File: config.mk
export PLATFORM = sky130hd
export DESIGN_NAME = gray_fifo_ctrl
export DESIGN_NICKNAME = d
export VERILOG_FILES = /design/src/rtl/gray_pkg.sv /design/src/rtl/gray_ptr.sv /design/src/rtl/gray_fifo_ctrl.sv
export SDC_FILE = /design/constraint.sdc
export NUM_CORES = 1
export LEC_CHECK = 0
export BUFFER_PORTS_ARGS = -buffer_cell sky130_fd_sc_hd__buf_4
export CORE_MARGIN = 1.5
export CORE_UTILIZATION = 40
export DETAILED_ROUTE_END_ITERATION = 12
export PLACE_DENSITY = 0.71
export SLEW_MARGIN = 20
export SYNTH_ARGS = -nofsm -noshare
export SYNTH_HDL_FRONTEND = slang
export SYNTH_HIERARCHICAL = 1
export SYNTH_SLANG_ARGS = --single-unit
File: constraint.sdc
create_clock -name clk -period 4.6 [get_ports clk]
set_clock_uncertainty 0.15 [all_clocks]
set_input_delay 0.92 -clock clk [delete_from_list [all_inputs] [get_ports clk]]
set_output_delay 0.92 -clock clk [all_outputs]
set_load 0.03 [all_outputs]
File: src/rtl/gray_pkg.sv
//------------------------------------------------------------------------------
// Module   : gray_pkg
// Brief    : Shared Gray-code helpers and default pointer widths for the FIFO
//            controller.
// Revision : 1.0 - initial release
//------------------------------------------------------------------------------
`default_nettype none

package gray_pkg;

    localparam int c_ADDR_W_DEF = 3;
    localparam int PTR_W        = c_ADDR_W_DEF + 1;
    localparam int c_MAX_W      = 32;

    function automatic logic [c_MAX_W-1:0] bin2gray(input logic [c_MAX_W-1:0] b);
        return b ^ (b >> 1);
    endfunction

    // Each binary bit is the XOR of all Gray bits at or above it.
    function automatic logic [c_MAX_W-1:0] gray2bin(input logic [c_MAX_W-1:0] g);
        logic [c_MAX_W-1:0] b;
        b[c_MAX_W-1] = g[c_MAX_W-1];
        for (int i = c_MAX_W - 2; i >= 0; i--) begin
            b[i] = b[i+1] ^ g[i];
        end
        return b;
    endfunction

endpackage

`default_nettype wire

File: src/rtl/gray_ptr.sv
//------------------------------------------------------------------------------
// Module   : gray_ptr
// Brief    : Binary counter with a registered Gray twin; exposes both current
//            and next values so the parent can derive flags one cycle ahead.
// Revision : 1.0 - initial release
//------------------------------------------------------------------------------
`default_nettype none

module gray_ptr
    import gray_pkg::*;
#(
    parameter int W = PTR_W
) (
    input  logic         clk,
    input  logic         rst,
    input  logic         inc,
    output logic [W-1:0] bin,
    output logic [W-1:0] gray,
    output logic [W-1:0] bin_next,
    output logic [W-1:0] gray_next
);

    logic [W-1:0]       r_bin;
    logic [W-1:0]       r_gray;
    logic [c_MAX_W-1:0] w_gray_wide;
    logic               w_unused_gray;

    // Natural modulo-2**W wrap keeps the Gray step to a single bit at rollover.
    assign bin_next      = r_bin + {{(W-1){1'b0}}, inc};
    assign w_gray_wide   = bin2gray(c_MAX_W'(bin_next));
    assign gray_next     = w_gray_wide[W-1:0];
    assign w_unused_gray = ^w_gray_wide[c_MAX_W-1:W];

    always_ff @(posedge clk) begin
        if (rst) begin
            r_bin  <= '0;
            r_gray <= '0;
        end else begin
            r_bin  <= bin_next;
            r_gray <= gray_next;
        end
    end

    assign bin  = r_bin;
    assign gray = r_gray;

endmodule

`default_nettype wire

File: src/rtl/gray_fifo_ctrl.sv
//------------------------------------------------------------------------------
// Module   : gray_fifo_ctrl
// Brief    : Single-clock FIFO pointer controller using Gray-coded write/read
//            pointers; drives RAM strobes/addresses and full/empty/count flags.
// Revision : 1.0 - initial release
//------------------------------------------------------------------------------
`default_nettype none

module gray_fifo_ctrl
    import gray_pkg::*;
#(
    parameter int ADDR_W = c_ADDR_W_DEF
) (
    input  logic              clk,
    input  logic              rst,
    input  logic              wr_req,
    input  logic              rd_req,
    output logic              wr_en,
    output logic [ADDR_W-1:0] wr_addr,
    output logic              rd_en,
    output logic [ADDR_W-1:0] rd_addr,
    output logic [ADDR_W:0]   wr_gptr,
    output logic [ADDR_W:0]   rd_gptr,
    output logic              full,
    output logic              empty,
    output logic [ADDR_W:0]   count,
    output logic              ovf,
    output logic              udf
);

    localparam int c_PTR_W = ADDR_W + 1;

    logic [c_PTR_W-1:0] w_wr_bin, w_wr_gray, w_wr_bin_n, w_wr_gray_n;
    logic [c_PTR_W-1:0] w_rd_bin, w_rd_gray, w_rd_bin_n, w_rd_gray_n;
    logic [c_PTR_W-1:0] w_rd_gray_n_flip;
    logic               w_wr_en, w_rd_en;

    logic               r_full, r_empty, r_ovf, r_udf;
    logic [c_PTR_W-1:0] r_count;

    // Acceptance looks only at registered flags; no same-cycle bypass.
    assign w_wr_en = wr_req & ~r_full;
    assign w_rd_en = rd_req & ~r_empty;

    gray_ptr #(.W(c_PTR_W)) u_wr_ptr (
        .clk       (clk),
        .rst       (rst),
        .inc       (w_wr_en),
        .bin       (w_wr_bin),
        .gray      (w_wr_gray),
        .bin_next  (w_wr_bin_n),
        .gray_next (w_wr_gray_n)
    );

    gray_ptr #(.W(c_PTR_W)) u_rd_ptr (
        .clk       (clk),
        .rst       (rst),
        .inc       (w_rd_en),
        .bin       (w_rd_bin),
        .gray      (w_rd_gray),
        .bin_next  (w_rd_bin_n),
        .gray_next (w_rd_gray_n)
    );

    // In Gray space, "one full lap ahead" means the top two bits are inverted.
    assign w_rd_gray_n_flip = {~w_rd_gray_n[ADDR_W:ADDR_W-1], w_rd_gray_n[ADDR_W-2:0]};

    always_ff @(posedge clk) begin
        if (rst) begin
            r_full  <= 1'b0;
            r_empty <= 1'b1;
            r_count <= '0;
            r_ovf   <= 1'b0;
            r_udf   <= 1'b0;
        end else begin
            r_full  <= (w_wr_gray_n == w_rd_gray_n_flip);
            r_empty <= (w_wr_gray_n == w_rd_gray_n);
            r_count <= w_wr_bin_n - w_rd_bin_n;
            r_ovf   <= wr_req & r_full;
            r_udf   <= rd_req & r_empty;
        end
    end

    assign wr_en   = w_wr_en;
    assign rd_en   = w_rd_en;
    assign wr_addr = w_wr_bin[ADDR_W-1:0];
    assign rd_addr = w_rd_bin[ADDR_W-1:0];
    assign wr_gptr = w_wr_gray;
    assign rd_gptr = w_rd_gray;
    assign full    = r_full;
    assign empty   = r_empty;
    assign count   = r_count;
    assign ovf     = r_ovf;
    assign udf     = r_udf;

endmodule

`default_nettype wire
### Word-level counts from Yosys, hierarchy flattened

Cells that the tools add are included.

| storage, ports and cells | value |
|---|---|
| output and inout port bits | 24 |
| logic and storage cells | 23 |
| bits in registers | 24 |

| cells by class | value |
|---|---|
| equality and inequality tests | 2 |
| add/subtract/negate cells | 3 |
| bitwise logic cells | 9 |

Operators with widths:

| cell | number |
|---|---|
| 4-bit by 1-bit adder with 4-bit output | 2 |
| 4-bit equality test | 2 |
| 4-bit by 3-bit bitwise XOR with 4-bit output | 2 |
| 1-bit bitwise AND | 4 |
| 4-bit subtractor | 1 |
| 1-bit NOT | 2 |
| 2-bit NOT | 1 |

### Logic depth before layout (Yosys ltp)

Gate-level depths: netlist (run 1).

| logic depth | value |
|---|---|
| depth in word-level cells | 6 |
| gate-level depth with buffers | 10 |

### Cells and area by module

The synthesis (run 1) kept the hierarchy.

Modules (own cells, without submodules):

| module | seq. area each (um^2) | area an instance (um^2) | instances | cells an instance |
|---|---|---|---|---|
| gray_ptr | 140.1 | 307.8 | 2 | 27 |
| gray_fifo_ctrl | 160.2 | 387.9 | 1 | 40 |

### Worst setup path before layout (run 1)

No wires, ideal clock.

| timing path | value |
|---|---|
| path kind | input-to-reg |
| start point | in wr_req |
| end point | reg r_count[3] (netlist: count[3]) |
| buffers on the path | 0 |
| data arrival time | 2.851 ns |
| library setup time | 0.129 ns |
| stages | 9 |
| path slack | 1.470 ns |
| required time | 4.321 ns |
| cell sequence | nor2b_1 > ha_1 > ha_1 > xnor2_2 > inv_1 > ha_1 > a21oi_1 > nand3_1 > nor3b_1 |

| between the ends | value |
|---|---|
| cells in the longest elaborated chain, start to end | 3 |

RTL lines:

| element | line | RTL |
|---|---|---|
| start, declared | gray_fifo_ctrl.sv:16 | `input logic wr_req,` |
| 1-bit bitwise AND | gray_fifo_ctrl.sv:42 | `assign w_wr_en = wr_req & ~r_full;` |
| 4-bit by 1-bit adder with 4-bit output | gray_ptr.sv:29 | `assign bin_next = r_bin + {{(W-1){1'b0}}, inc};` |
| via w_wr_bin_n[2] | gray_fifo_ctrl.sv:33 | `logic [c_PTR_W-1:0] w_wr_bin, w_wr_gray, w_wr_bin_n, w_wr_gray_n;` |
| 4-bit subtractor | gray_fifo_ctrl.sv:78 | `r_count <= w_wr_bin_n - w_rd_bin_n;` |
| end signal, assigned | gray_fifo_ctrl.sv:78 |  |
| end, declared | gray_fifo_ctrl.sv:39 | `logic [c_PTR_W-1:0] r_count;` |

The timed path passes the listed nets, and every way through them passes these cells.
A chain may end at the register's enable or synchronous reset.

### Worst setup path in the final report (run 1)

Same ends and word-level chain as after synthesis.

==> results of run 1 <==
[cells in the final DEF, fill, tap and decap left out, types with 4 or more instances in the layout]
| cell | n |
|---|---|
| ha_1 | 7 |
| dfxtp_1 | 22 |
| nor2b_1 | 11 |
| buf_4 | 27 |
| inv_1 | 6 |
| xnor2_2 | 4 |
| and2b_1 | 4 |
| nor2_1 | 6 |
| xnor2_1 | 11 |
[cell type report]
class	count	area, um^2	area share
Clock buffer	3	22.5	0.0183
Inverter	6	22.5	0.0183
Multi-Input combinational cell	61	507	0.412
Timing Repair Buffer	27	203	0.165
Tap cell	28	35.0	0.0285
Sequential cell	22	440	0.358
[state kept, by name, summed over array words and instances (netlist names)]
name and flops:
count 4, empty 1, full 1, ovf 1
u_rd_ptr/bin 4, u_rd_ptr/gray 3, u_wr_ptr/bin 4, u_wr_ptr/gray 3
udf 1
[final timing paths]
kind / start / to / slack [ns] / cells after the start
setup reg to reg: full / count[3] / 2.34 / 9
hold / removal: empty / udf / 0.31 / 2
hold reg to reg: empty / udf / 0.31 / 2
setup / recovery: wr_req / count[3] / 1.93 / 10
[routing by layer]
metal	routed length (um)	GRT usage
met5	0	0
met2	729	0.219
met4	45	0.0897
met3	89	0.0339
met1	776	0.157
[per-stage QoR]
stage | power (W) | instance area, um^2 | util | hold slack [ns]
2_1_floorplan | 0.000386 | 1000 | - | 0.414
5_1_grt | 0.000570 | 1230 | 0.535 | 0.347
6_report | 0.000534 | 1230 | 0.535 | 0.313
3_5_place_dp | 0.000453 | 1210 | 0.526 | 0.297
3_3_place_gp | 0.000451 | 1210 | 0.526 | 0.296
4_1_cts | 0.000539 | 1230 | 0.535 | 0.320
[where the power goes]
group          internal (W)  switching (W)  leakage, nW  total [W]
registers          0.000218      0.0000127        0.180   0.000231
logic             0.0000913       0.000126        0.392   0.000217
clock network     0.0000307      0.0000552       0.0138  0.0000858
[worst register-to-register path, stage by stage, from the launching register on]
cell	delay [ns]
dfxtp_1	0.38
nor2b_1	0.07
ha_1	0.23
ha_1	0.24
xnor2_2	0.27
inv_1	0.07
ha_1	0.34
a21oi_1	0.18
a21oi_1	0.09
nor3b_1	0.18
[logic make-up after synthesis]
logic type,count (synthesis),synth area share
AO/OA/AOI/OAI,5,0.0362
XOR/XNOR,18,0.187
adder cells (fa/ha/maj),8,0.107
buffers and inverters,11,0.0561
flip-flops,22,0.439
AND/OR/NAND/NOR,30,0.175
==> metrics.md, run 1 <==
| Metric | Value |
|---|---|
| CP required | 4.69 ns |
| Startpoint types | primary input |
| NumNets Final | 133 |
| Worst Path Buf+Inv | 2 |
| Die Ht | 53.1 um |
| Fmax | 374 MHz |
| Max Cap Viol | 0 |
| Starting Density | 0.437 |
| Post-cts sizing count | 0 |
| Largest net degree at the start of global routing | 23 |
| Fill cells | 218 |
| DRT iter0 DRCs | 3 |
| CTS Buf Count | 3 |
| Post-synth cell types | 20 |
| Synth top area cells | dfxtp_1, xnor2_1, ha_1, nor2b_1, xnor2_2 |
| Placed Cells | 144 |
| Routed vias/inst | 4.61 |
| Top-count cell post-synth | dfxtp_1 |
| Power Dens Cells | 434 nW/um^2 |
| Avg Synthesized Cell Area | 10.7 um^2 |
| Max-slew violations | 0 |
| Setup TNS Final | 0 ns |
| Via count | 677 |
| Synth Instances | 94 |
| Asr flop ratio synth | 0 |
| Final WS setup | 1.93 ns |
| Post-Syn Nets | 106 |
| Port Buf Inserts | 27 |
| Most frequent cells after synthesis | dfxtp_1, nor2b_1, xnor2_1 |
| Core Footprint | 2300 um^2 |
| Num rows | 17 |
| Drc violations | 0 |
| Clock H-tree levels | 1 |
| Worst slew pin tran | 0.344 ns |
| Final hold violations | 0 |
| CP Capture Type | flip-flop |
| Hpwl dp | 1.24 mm |
| CTS tree | done |
| Number of synthesized flops with an enable pin | 0 |
| Critical path's slowest cell | ha_1 |
| WS Path Type | in -> reg |
| CTS Hold Bufs | 0 |
| Leakage dissipation | 0.585 nW |
| Status | finished, final reports clean |
| Hold WC Path Type | reg -> reg |
| Routed wire length per instance | 11.2 um |
| Routed wire length | 1.64 mm |
| Critical path's most frequent cell | ha_1 |
| Share of the synthesized area in the top cell type | 0.439 |
| Post-CTS setup buffers | 0 |
| Syn-to-layout area delta | 22.6% |
| Slew HR | 0.769 |
| Yosys Warn Count | 6 |
| Min Tclk post-route | 2.67 ns |
| I/O pins | 28 |
| RSZ-0062 raised after global routing | no |
| Final setup vio count | 0 |
| Share of post-route cells with drive strength above 1 | 0.303 |
| Pre-CTS WS | 1.61 ns |
| CTS Sinks | 22 |
| Antenna viol nets, final | 0 |
| Peak supply drop | 0.270 mV |
| Critical path's largest stage delay | 0.34 ns |
| Most common flop cell mapped by yosys | dfxtp_1 |
| Clk slew on worst S/H paths | 0.11 ns |
| First-pass GRT wire length | 2.67 mm |
| Syn Std Cell Area | 1000 um^2 |
| Worst path cell trace | buf_4, nor2b_1, ha_1, ha_1, xnor2_2, inv_1, ha_1, a21oi_1, a21oi_1, nor3b_1 |
| Total Routing Usage GR | 0.135 |
| Bufs on Longest Clock Path | 2 |
| Clk Latency, worst-skew pair | 0.31 ns |
| Vias in the first global route | 637 |
| Global route overflow | 0 |
| Final worst path period share | 0.581 |
| Crit path max-delay family | adder cells |
| Full die area | 2820 um^2 |
| Critical Path AT | 2.76 ns |
| Initial antenna violation count | 0 |
| Final Non-Filler Cells | 147 |
| Yosys top cell by area | dfxtp_1 |
| Antenna diodes | 0 |
| CTS root buf | clkbuf_4 |
| Seq/Total Area, Yosys | 0.439 |
| Drt first pass iters | 3 |
| Final Wtd Congestion | 0.692 |
| Worst-path maximum fanout | 3 |
| Post-synthesis register bit count | 22 |
| Die width | 53.1 um |
Note: power is estimated with default switching activity, not from simulation.
==> run 2: changes to the inputs <==
--- a/config.mk
+++ b/config.mk
@@ -5,11 +5,12 @@
 export SDC_FILE = /design/constraint.sdc
 export NUM_CORES = 1
 export LEC_CHECK = 0
+export ABC_AREA = 1
 export BUFFER_PORTS_ARGS = -buffer_cell sky130_fd_sc_hd__buf_4
 export CORE_MARGIN = 1.5
 export CORE_UTILIZATION = 40
 export DETAILED_ROUTE_END_ITERATION = 12
-export PLACE_DENSITY = 0.71
+export PLACE_DENSITY = 0.72
 export SLEW_MARGIN = 20
 export SYNTH_ARGS = -nofsm -noshare
 export SYNTH_HDL_FRONTEND = slang
==> constraint.sdc (replaced) <==
create_clock -name clk -period 2.32 [get_ports clk]
set_clock_uncertainty 0.15 [all_clocks]
set_input_delay 0.464 -clock clk [delete_from_list [all_inputs] [get_ports clk]]
set_output_delay 0.464 -clock clk [all_outputs]
set_load 0.03 [all_outputs]
==> metrics.md, run 2 <==
| Metric | Value |
|---|---|
| Port Buf Inserts | 27 (unchanged) |
| Syn Std Cell Area | 1110 um^2 (was 1000 um^2) |
| Max-slew violations | 0 (unchanged) |
| Leakage dissipation | 0.756 nW (was 0.585 nW) |
| Synth Instances | 152 (was 94) |
| Final hold violations | 0 (unchanged) |
| Setup TNS Final | 0 ns (unchanged) |
| Most common cell after layout, fill and taps aside | nand2_1 (was buf_4) |
| Seq/Total Area, Yosys | 0.397 (was 0.439) |
| Critical path's largest stage delay | 0.36 ns (was 0.34 ns) |
| Simple-gate share of the synthesized area | 0.339 (was 0.175) |
| Post-synth cell types | 16 (was 20) |
| Post-DP Area | 1350 um^2 (was 1210 um^2) |
| Adder-Cell Fraction of Synth Area | 0.0971 (was 0.107) |
| Vias in the first global route | 898 (was 637) |
| Status | finished, final reports clean (unchanged) |
| Critical path's slowest cell | dfxtp_2 (was ha_1) |
| Hold WC Path Type | in -> reg (was reg -> reg) |
| Drt first pass iters | 4 (was 3) |
| Number of synthesized flops with an enable pin | 0 (unchanged) |
| Most common flop cell mapped by yosys | dfxtp_1 (unchanged) |
| Drc violations | 0 (unchanged) |
| Post-synthesis compound-gate area fraction | 0.0361 (was 0.0362) |
| FF/Latch Area | 442 um^2 (was 440 um^2) |
| Cell area after layout | 1410 um^2 (was 1230 um^2) |
| Area of the multi-input gates | 551 um^2 (was 507 um^2) |
| Worst-path maximum fanout | 4 (was 3) |
| Sw Share | 0.331 (was 0.363) |
| Clk Latency, worst-skew pair | 0.33 ns (was 0.31 ns) |
| Asr flop ratio synth | 0 (unchanged) |
| Combinational family with the most area after synthesis | simple AND/OR/NAND/NOR gates (was XOR/XNOR gates) |
| Share of post-route cells with drive strength above 1 | 0.297 (was 0.303) |
| Syn-to-layout area delta | 26.7% (was 22.6%) |
| Worst reg2reg endpoint | count[3] (unchanged) |
| Synth top area cells | dfxtp_1, nand2_1, inv_1, ha_1, nor2_1 (was dfxtp_1, xnor2_1, ha_1, nor2b_1, xnor2_2) |
| Full die area | 3100 um^2 (was 2820 um^2) |
| CP required | 2.42 ns (was 4.69 ns) |
| Commonest non-fill, non-tap cells in the layout | nand2_1, buf_4, inv_1, dfxtp_1, nor2_1 (was buf_4, dfxtp_1, nor2b_1, xnor2_1, ha_1) |
| Hpwl dp | 1.71 mm (was 1.24 mm) |
| Fill cells | 252 (was 218) |
| CTS tree | done (unchanged) |
| Hold path start | wr_req (was empty) |
| Yosys Warn Count | 6 (unchanged) |
| CTS Sinks | 22 (unchanged) |
| Hold path depth | 3 (was 2) |
| Clock H-tree levels | 1 (unchanged) |
| DRT iter0 DRCs | 22 (was 3) |
| Most frequent cells after synthesis | nand2_1, inv_1, dfxtp_1 (was dfxtp_1, nor2b_1, xnor2_1) |
| Worst slew pin tran | 0.225 ns (was 0.344 ns) |
| Comb pwr share | 0.305 (was 0.407) |
| Post-CTS setup buffers | 0 (unchanged) |
| Final setup vio count | 0 (unchanged) |
| Worst reg-to-reg path cell count | 12 (was 9) |
| Max Cap Viol | 0 (unchanged) |
| CP Capture Type | flip-flop (unchanged) |
| NumNets Final | 195 (was 133) |
| Min Tclk post-route | 2.07 ns |
| Final Wtd Congestion | 0.840 (was 0.692) |
| Hold EP | ovf (was udf) |
| Fmax | 483 MHz |
| Power Dens Cells | 759 nW/um^2 (was 434 nW/um^2) |
| Routed wire length | 2.25 mm (was 1.64 mm) |
| Share of the synthesized area in the top cell type | 0.397 (was 0.439) |
| Critical path's most frequent cell | ha_1 (unchanged) |
| Antenna viol nets, final | 0 (unchanged) |
| Peak supply drop | 0.418 mV (was 0.270 mV) |
| DR WL met2 | 1.07 mm (was 729 um) |
| Met1 WL | 989 um (was 776 um) |
| RR Startpoint | empty (was full) |
| Final Non-Filler Cells | 212 (was 147) |
| Post-synthesis register bit count | 22 (unchanged) |
| Final worst path period share | 0.892 |
| Largest net degree at the start of global routing | 21 (was 23) |
| Clk slew on worst S/H paths | 0.14 ns (was 0.11 ns) |
| Post-Syn Nets | 164 (was 106) |
| Starting Density | 0.436 (was 0.437) |
| Sequential Power Share | 0.410 (was 0.432) |
| Cell-internal power | 0.000713 W (was 0.000340 W) |
| Routed wl met3 | 128 um (was 89 um) |
| Xor and xnor fraction of the mapped netlist area | 0.0158 (was 0.187) |
| Routed wire length per instance | 10.6 um (was 11.2 um) |
| Via count | 991 (was 677) |
| Placed Cells | 208 (was 144) |
| Initial antenna violation count | 0 (unchanged) |
| Avg Synthesized Cell Area | 7.29 um^2 (was 10.7 um^2) |
| Antenna diodes | 0 (unchanged) |
| Slew HR | 0.850 (was 0.769) |
| WS Path Type | reg -> reg (was in -> reg) |
| DR top layer | met4 (unchanged) |
| Num rows | 18 (was 17) |
| Worst path cell trace | nor2_2, ha_1, ha_1, inv_1, nand2_1, nand2_2, inv_1, ha_1, a21oi_1, nand3_1, nand2_1, nor2_1 (was buf_4, nor2b_1, ha_1, ha_1, xnor2_2, inv_1, ha_1, a21oi_1, a21oi_1, nor3b_1) |
| CTS Buf Count | 3 (unchanged) |
| Core Footprint | 2540 um^2 (was 2300 um^2) |
| Die Ht | 55.6 um (was 53.1 um) |
| Global route overflow | 0 (unchanged) |
| Routed vias/inst | 4.67 (was 4.61) |
| Total Routing Usage GR | 0.156 (was 0.135) |
| I/O pins | 28 (unchanged) |
| Die width | 55.6 um (was 53.1 um) |
| CTS root buf | clkbuf_4 (unchanged) |
| Bufs on Longest Clock Path | 2 (unchanged) |
| Switching Power | 0.000353 W (was 0.000194 W) |
| Yosys top cell by area | dfxtp_1 (unchanged) |
| Final WS setup | 0.251 ns (was 1.93 ns) |
| Multiplexer share of the synthesized area | 0 (unchanged) |
| Pre-CTS WS | -0.0456 ns (was 1.61 ns) |
| RSZ-0062 raised after global routing | no (unchanged) |
| Startpoint types | flip-flop (was primary input) |
| Clock power frac | 0.286 (was 0.161) |
| First-pass GRT wire length | 3.78 mm (was 2.67 mm) |
| Hold WS | 0.195 ns (was 0.313 ns) |
| Top-count cell post-synth | nand2_1 (was dfxtp_1) |
| Critical Path Source | empty (was wr_req) |
| R2r setup slk | 0.25 ns (was 2.34 ns) |
| Critical Path AT | 2.17 ns (was 2.76 ns) |
[run 2: cell count changes in the layout (fill, tap and decap cells not counted), moves of 3 or more]
cell	before	now
xnor2_2	4	0
inv_1	6	24
and2b_1	4	0
a21oi_1	2	8
nand2_1	3	39
nand3_2	0	4
buf_4	27	30
nor2_2	0	4
nor2_1	6	18
xnor2_1	11	1
nand4_1	0	4
nor2b_1	11	0
nand2_2	0	8
[run 2: metal layers]
| layer | track usage | vias to the layer above |
|---|---|---|
| met4 | 0.0941 | 0 |
| met1 | 0.183 | 438 |
| met3 | 0.0326 | 5 |
| met2 | 0.259 | 25 |
| met5 | 0 | - |
| li1 | - | 523 |
[run 2: power groups by stage]
stage	logic, W	registers [W]	clock network, W
6_report	0.000325	0.000437	0.000304
5_1_grt	0.000356	0.000442	0.000326
4_1_cts	0.000327	0.000435	0.000311
3_5_place_dp	0.000327	0.000443	0
3_3_place_gp	0.000321	0.000442	0
2_1_floorplan	0.000142	0.000519	0
[run 2: timing repair]
item	in CTS	in global routing
hold buffers	0	0
endpoints found under the setup margin	0	1
resized for setup	0	1
[run 2: stage by stage]
stage	power (W)	util
2_1_floorplan	0.000661	-
3_3_place_gp	0.000763	0.531
3_5_place_dp	0.000770	0.531
4_1_cts	0.00107	0.552
5_1_grt	0.00112	0.552
6_report	0.00107	0.552
[run 2: cells by family (layout without fill, tap and decap cells)]
kind of cell,Yosys count,after routing
AND/OR/NAND/NOR,82,82
buffers and inverters,30,60
flip-flops,22,22
adder cells (fa/ha/maj),8,8
AO/OA/AOI/OAI,8,8
XOR/XNOR,2,2
[run 2: how the worst max path moves through the flow]
stage	cells after the start	slack, ns	to
finish	12	0.25	count[3]
global route	15	0.04	empty
CTS	12	0.20	count[3]
detailed placement	14	-0.05	count[3]
global placement	14	0.07	count[3]
floorplan	12	0.003	count[3]
[run 2: worst max-delay path: cells and delay by family (launching register included)]
kind / cells / cell delay, ns
AOI/OAI and AO/OA: 1 / 0.19
DFF: 1 / 0.36
buffers and inverters: 2 / 0.13
adders and majority gates: 3 / 0.77
and+or+nand+nor: 6 / 0.40
[run 2: final cells by class]
class | instances | area share
Tap cell | 30 | 0.0267
Clock buffer | 3 | 0.0160
Clock inverter | 1 | 0.0214
Multi-Input combinational cell | 100 | 0.392
Sequential cell | 22 | 0.314
Timing Repair Buffer | 30 | 0.160
Inverter | 26 | 0.0695
==> run 3: changes to the inputs <==
--- a/config.mk
+++ b/config.mk
@@ -8,10 +8,10 @@
 export ABC_AREA = 1
 export BUFFER_PORTS_ARGS = -buffer_cell sky130_fd_sc_hd__buf_4
 export CORE_MARGIN = 1.5
-export CORE_UTILIZATION = 40
+export CORE_UTILIZATION = 38
 export DETAILED_ROUTE_END_ITERATION = 12
-export PLACE_DENSITY = 0.72
-export SLEW_MARGIN = 20
+export PLACE_DENSITY = 0.7
+export SLEW_MARGIN = 30
 export SYNTH_ARGS = -nofsm -noshare
 export SYNTH_HDL_FRONTEND = slang
 export SYNTH_HIERARCHICAL = 1
==> metrics.md, run 3 (synthesis results as in run 2) <==
| Metric | Value |
|---|---|
| CTS Sinks | 22 (unchanged) |
| Hold WC Path Type | in -> reg (unchanged) |
| Max-slew violations | 0 (unchanged) |
| FF/Latch Area | 440 um^2 (was 442 um^2) |
| CP Capture Type | flip-flop (unchanged) |
| Sw Share | 0.326 (was 0.331) |
| Hold WS | 0.218 ns (was 0.195 ns) |
| Max Cap Viol | 0 (unchanged) |
| Critical path's slowest cell | dfxtp_1 (was dfxtp_2) |
| RR Startpoint | full (was empty) |
| Final hold violations | 0 (unchanged) |
| DRT iter0 DRCs | 27 (was 22) |
| Port Buf Inserts | 27 (unchanged) |
| Vias in the first global route | 954 (was 898) |
| Status | finished, final reports clean (unchanged) |
| Worst slew pin tran | 0.229 ns (was 0.225 ns) |
| Startpoint types | flip-flop (unchanged) |
| Total Routing Usage GR | 0.154 (was 0.156) |
| Sequential Power Share | 0.412 (was 0.410) |
| Die width | 57.0 um (was 55.6 um) |
| R2r setup slk | 0.26 ns (was 0.25 ns) |
| Hpwl dp | 1.73 mm (was 1.71 mm) |
| Syn-to-layout area delta | 27.4% (was 26.7%) |
| Critical path's most frequent cell | ha_1 (unchanged) |
| Fmax | 486 MHz (was 483 MHz) |
| Hold path depth | 3 (unchanged) |
| Worst Path Buf+Inv | 1 (was 2) |
| CP required | 2.40 ns (was 2.42 ns) |
| Via count | 993 (was 991) |
| Num rows | 19 (was 18) |
| CTS Hold Bufs | 0 (unchanged) |
| Comb pwr share | 0.308 (was 0.305) |
| Most common cell after layout, fill and taps aside | nand2_1 (unchanged) |
| Core Footprint | 2760 um^2 (was 2540 um^2) |
| CTS Buf Count | 3 (unchanged) |
| Leakage dissipation | 0.762 nW (was 0.756 nW) |
| Drc violations | 0 (unchanged) |
| Critical Path AT | 2.13 ns (was 2.17 ns) |
| I/O pins | 28 (unchanged) |
| Largest net degree at the start of global routing | 21 (unchanged) |
| Clock power frac | 0.280 (was 0.286) |
| Worst reg2reg endpoint | count[3] (unchanged) |
| Clk Latency, worst-skew pair | 0.31 ns (was 0.33 ns) |
| Clock H-tree levels | 1 (unchanged) |
| CTS tree | done (unchanged) |
| Critical path's largest stage delay | 0.36 ns (about the same) |
| Slew HR | 0.848 (was 0.850) |
| Worst path cell trace | nor2_4, ha_1, ha_1, inv_1, nand2_1, nand2_2, ha_1, a21oi_1, nand3_1, nand2_1, nor2_1 (was nor2_2, ha_1, ha_1, inv_1, nand2_1, nand2_2, inv_1, ha_1, a21oi_1, nand3_1, nand2_1, nor2_1) |
| Final setup vio count | 0 (unchanged) |
| Area of the multi-input gates | 551 um^2 (unchanged) |
| Worst-path maximum fanout | 3 (was 4) |
| Final Wtd Congestion | 0.807 (was 0.840) |
| Cell area after layout | 1410 um^2 (about the same) |
| First-pass GRT wire length | 3.95 mm (was 3.78 mm) |
| Peak supply drop | 0.555 mV (was 0.418 mV) |
| Bufs on Longest Clock Path | 2 (unchanged) |
| NumNets Final | 196 (was 195) |
| Initial antenna violation count | 0 (unchanged) |
| Antenna diodes | 0 (unchanged) |
| Post-cts sizing count | 0 (unchanged) |
| Share of post-route cells with drive strength above 1 | 0.295 (was 0.297) |
| Worst reg-to-reg path cell count | 11 (was 12) |
| RSZ-0062 raised after global routing | no (unchanged) |
| Final worst path period share | 0.887 (was 0.892) |
| Setup TNS Final | 0 ns (unchanged) |
| Drt first pass iters | 4 (unchanged) |
| Full die area | 3250 um^2 (was 3100 um^2) |
| Min Tclk post-route | 2.06 ns (was 2.07 ns) |
| CTS root buf | clkbuf_4 (unchanged) |
| Power Dens Cells | 747 nW/um^2 (was 759 nW/um^2) |
| Routed wire length | 2.21 mm (was 2.25 mm) |
| Hold EP | udf (was ovf) |
| Hold path start | rd_req (was wr_req) |
| Global route overflow | 0 (unchanged) |
| Commonest non-fill, non-tap cells in the layout | nand2_1, buf_4, inv_1, dfxtp_1, nor2_1 (unchanged) |
| Antenna viol nets, final | 0 (unchanged) |
| Cell-internal power | 0.000711 W (was 0.000713 W) |
| WS Path Type | reg -> reg (unchanged) |
| Routed wire length per instance | 10.3 um (was 10.6 um) |
| Die Ht | 57.0 um (was 55.6 um) |
| Switching Power | 0.000344 W (was 0.000353 W) |
| Pwr Total | 0.00106 W (was 0.00107 W) |
| Post-CTS setup buffers | 0 (unchanged) |
| Post-DP Area | 1360 um^2 (was 1350 um^2) |
| Fill cells | 290 (was 252) |
| Routed vias/inst | 4.64 (was 4.67) |
| Crit path depth | 11 (was 12) |
| Clk slew on worst S/H paths | 0.13 ns (was 0.14 ns) |
| Crit path max-delay family | adder cells (unchanged) |
| Starting Density | 0.402 (was 0.436) |
==> run 3: cell count changes in the layout (fill, tap and decap cells not counted), sizes merged <==
cell,delta
buf,+1
==> run 3: worst max path at each step <==
stage | startpoint | endpoint | slack (ns)
after floorplan | rd_req | count[3] | 0.003
after global routing | full | empty | 0.12
after CTS | full | count[3] | 0.25
after detailed placement | wr_req | count[3] | 0.01
after global placement | wr_req | count[2] | 0.08
final | full | count[3] | 0.26
==> run 3: layout make-up <==
| type | count | share of cell area |
|---|---|---|
| Multi-Input combinational cell | 100 | 0.390 |
| Sequential cell | 22 | 0.312 |
| Timing Repair Buffer | 31 | 0.165 |
| Inverter | 26 | 0.0691 |
| Tap cell | 31 | 0.0275 |
| Clock inverter | 1 | 0.0213 |
| Clock buffer | 3 | 0.0159 |
==> run 3: through the flow <==
stage               worst slack, ns  cells   util
floorplan                   0.00257    152      -
global placement             0.0848    210  0.493
detailed placement           0.0130    210  0.493
CTS                           0.255    214  0.512
global route                  0.116    214  0.512
finish                        0.263    214  0.512
==> run 3: power by group through the flow <==
stage / clock network (W) / registers, W / logic, W
global route: 0.000327 / 0.000439 / 0.000364
floorplan: 0 / 0.000519 / 0.000142
detailed placement: 0 / 0.000443 / 0.000328
CTS: 0.000312 / 0.000435 / 0.000329
global placement: 0 / 0.000443 / 0.000321
finish: 0.000296 / 0.000435 / 0.000325
==> run 3: per-layer routing <==
| layer | global-route usage | wire, um | vias to the layer above |
|---|---|---|---|
| met5 | 0 | 0 | - |
| met3 | 0.0227 | 89 | 4 |
| met2 | 0.266 | 1110 | 22 |
| met1 | 0.185 | 962 | 442 |
| li1 | - | - | 525 |
| met4 | 0.0831 | 44 | 0 |
==> run 3: worst min-delay path: cells and delay by family <==
family	cells	cell delay (ns)
buffers and inverters	1	0.08
AND/OR/NAND/NOR	2	0.10
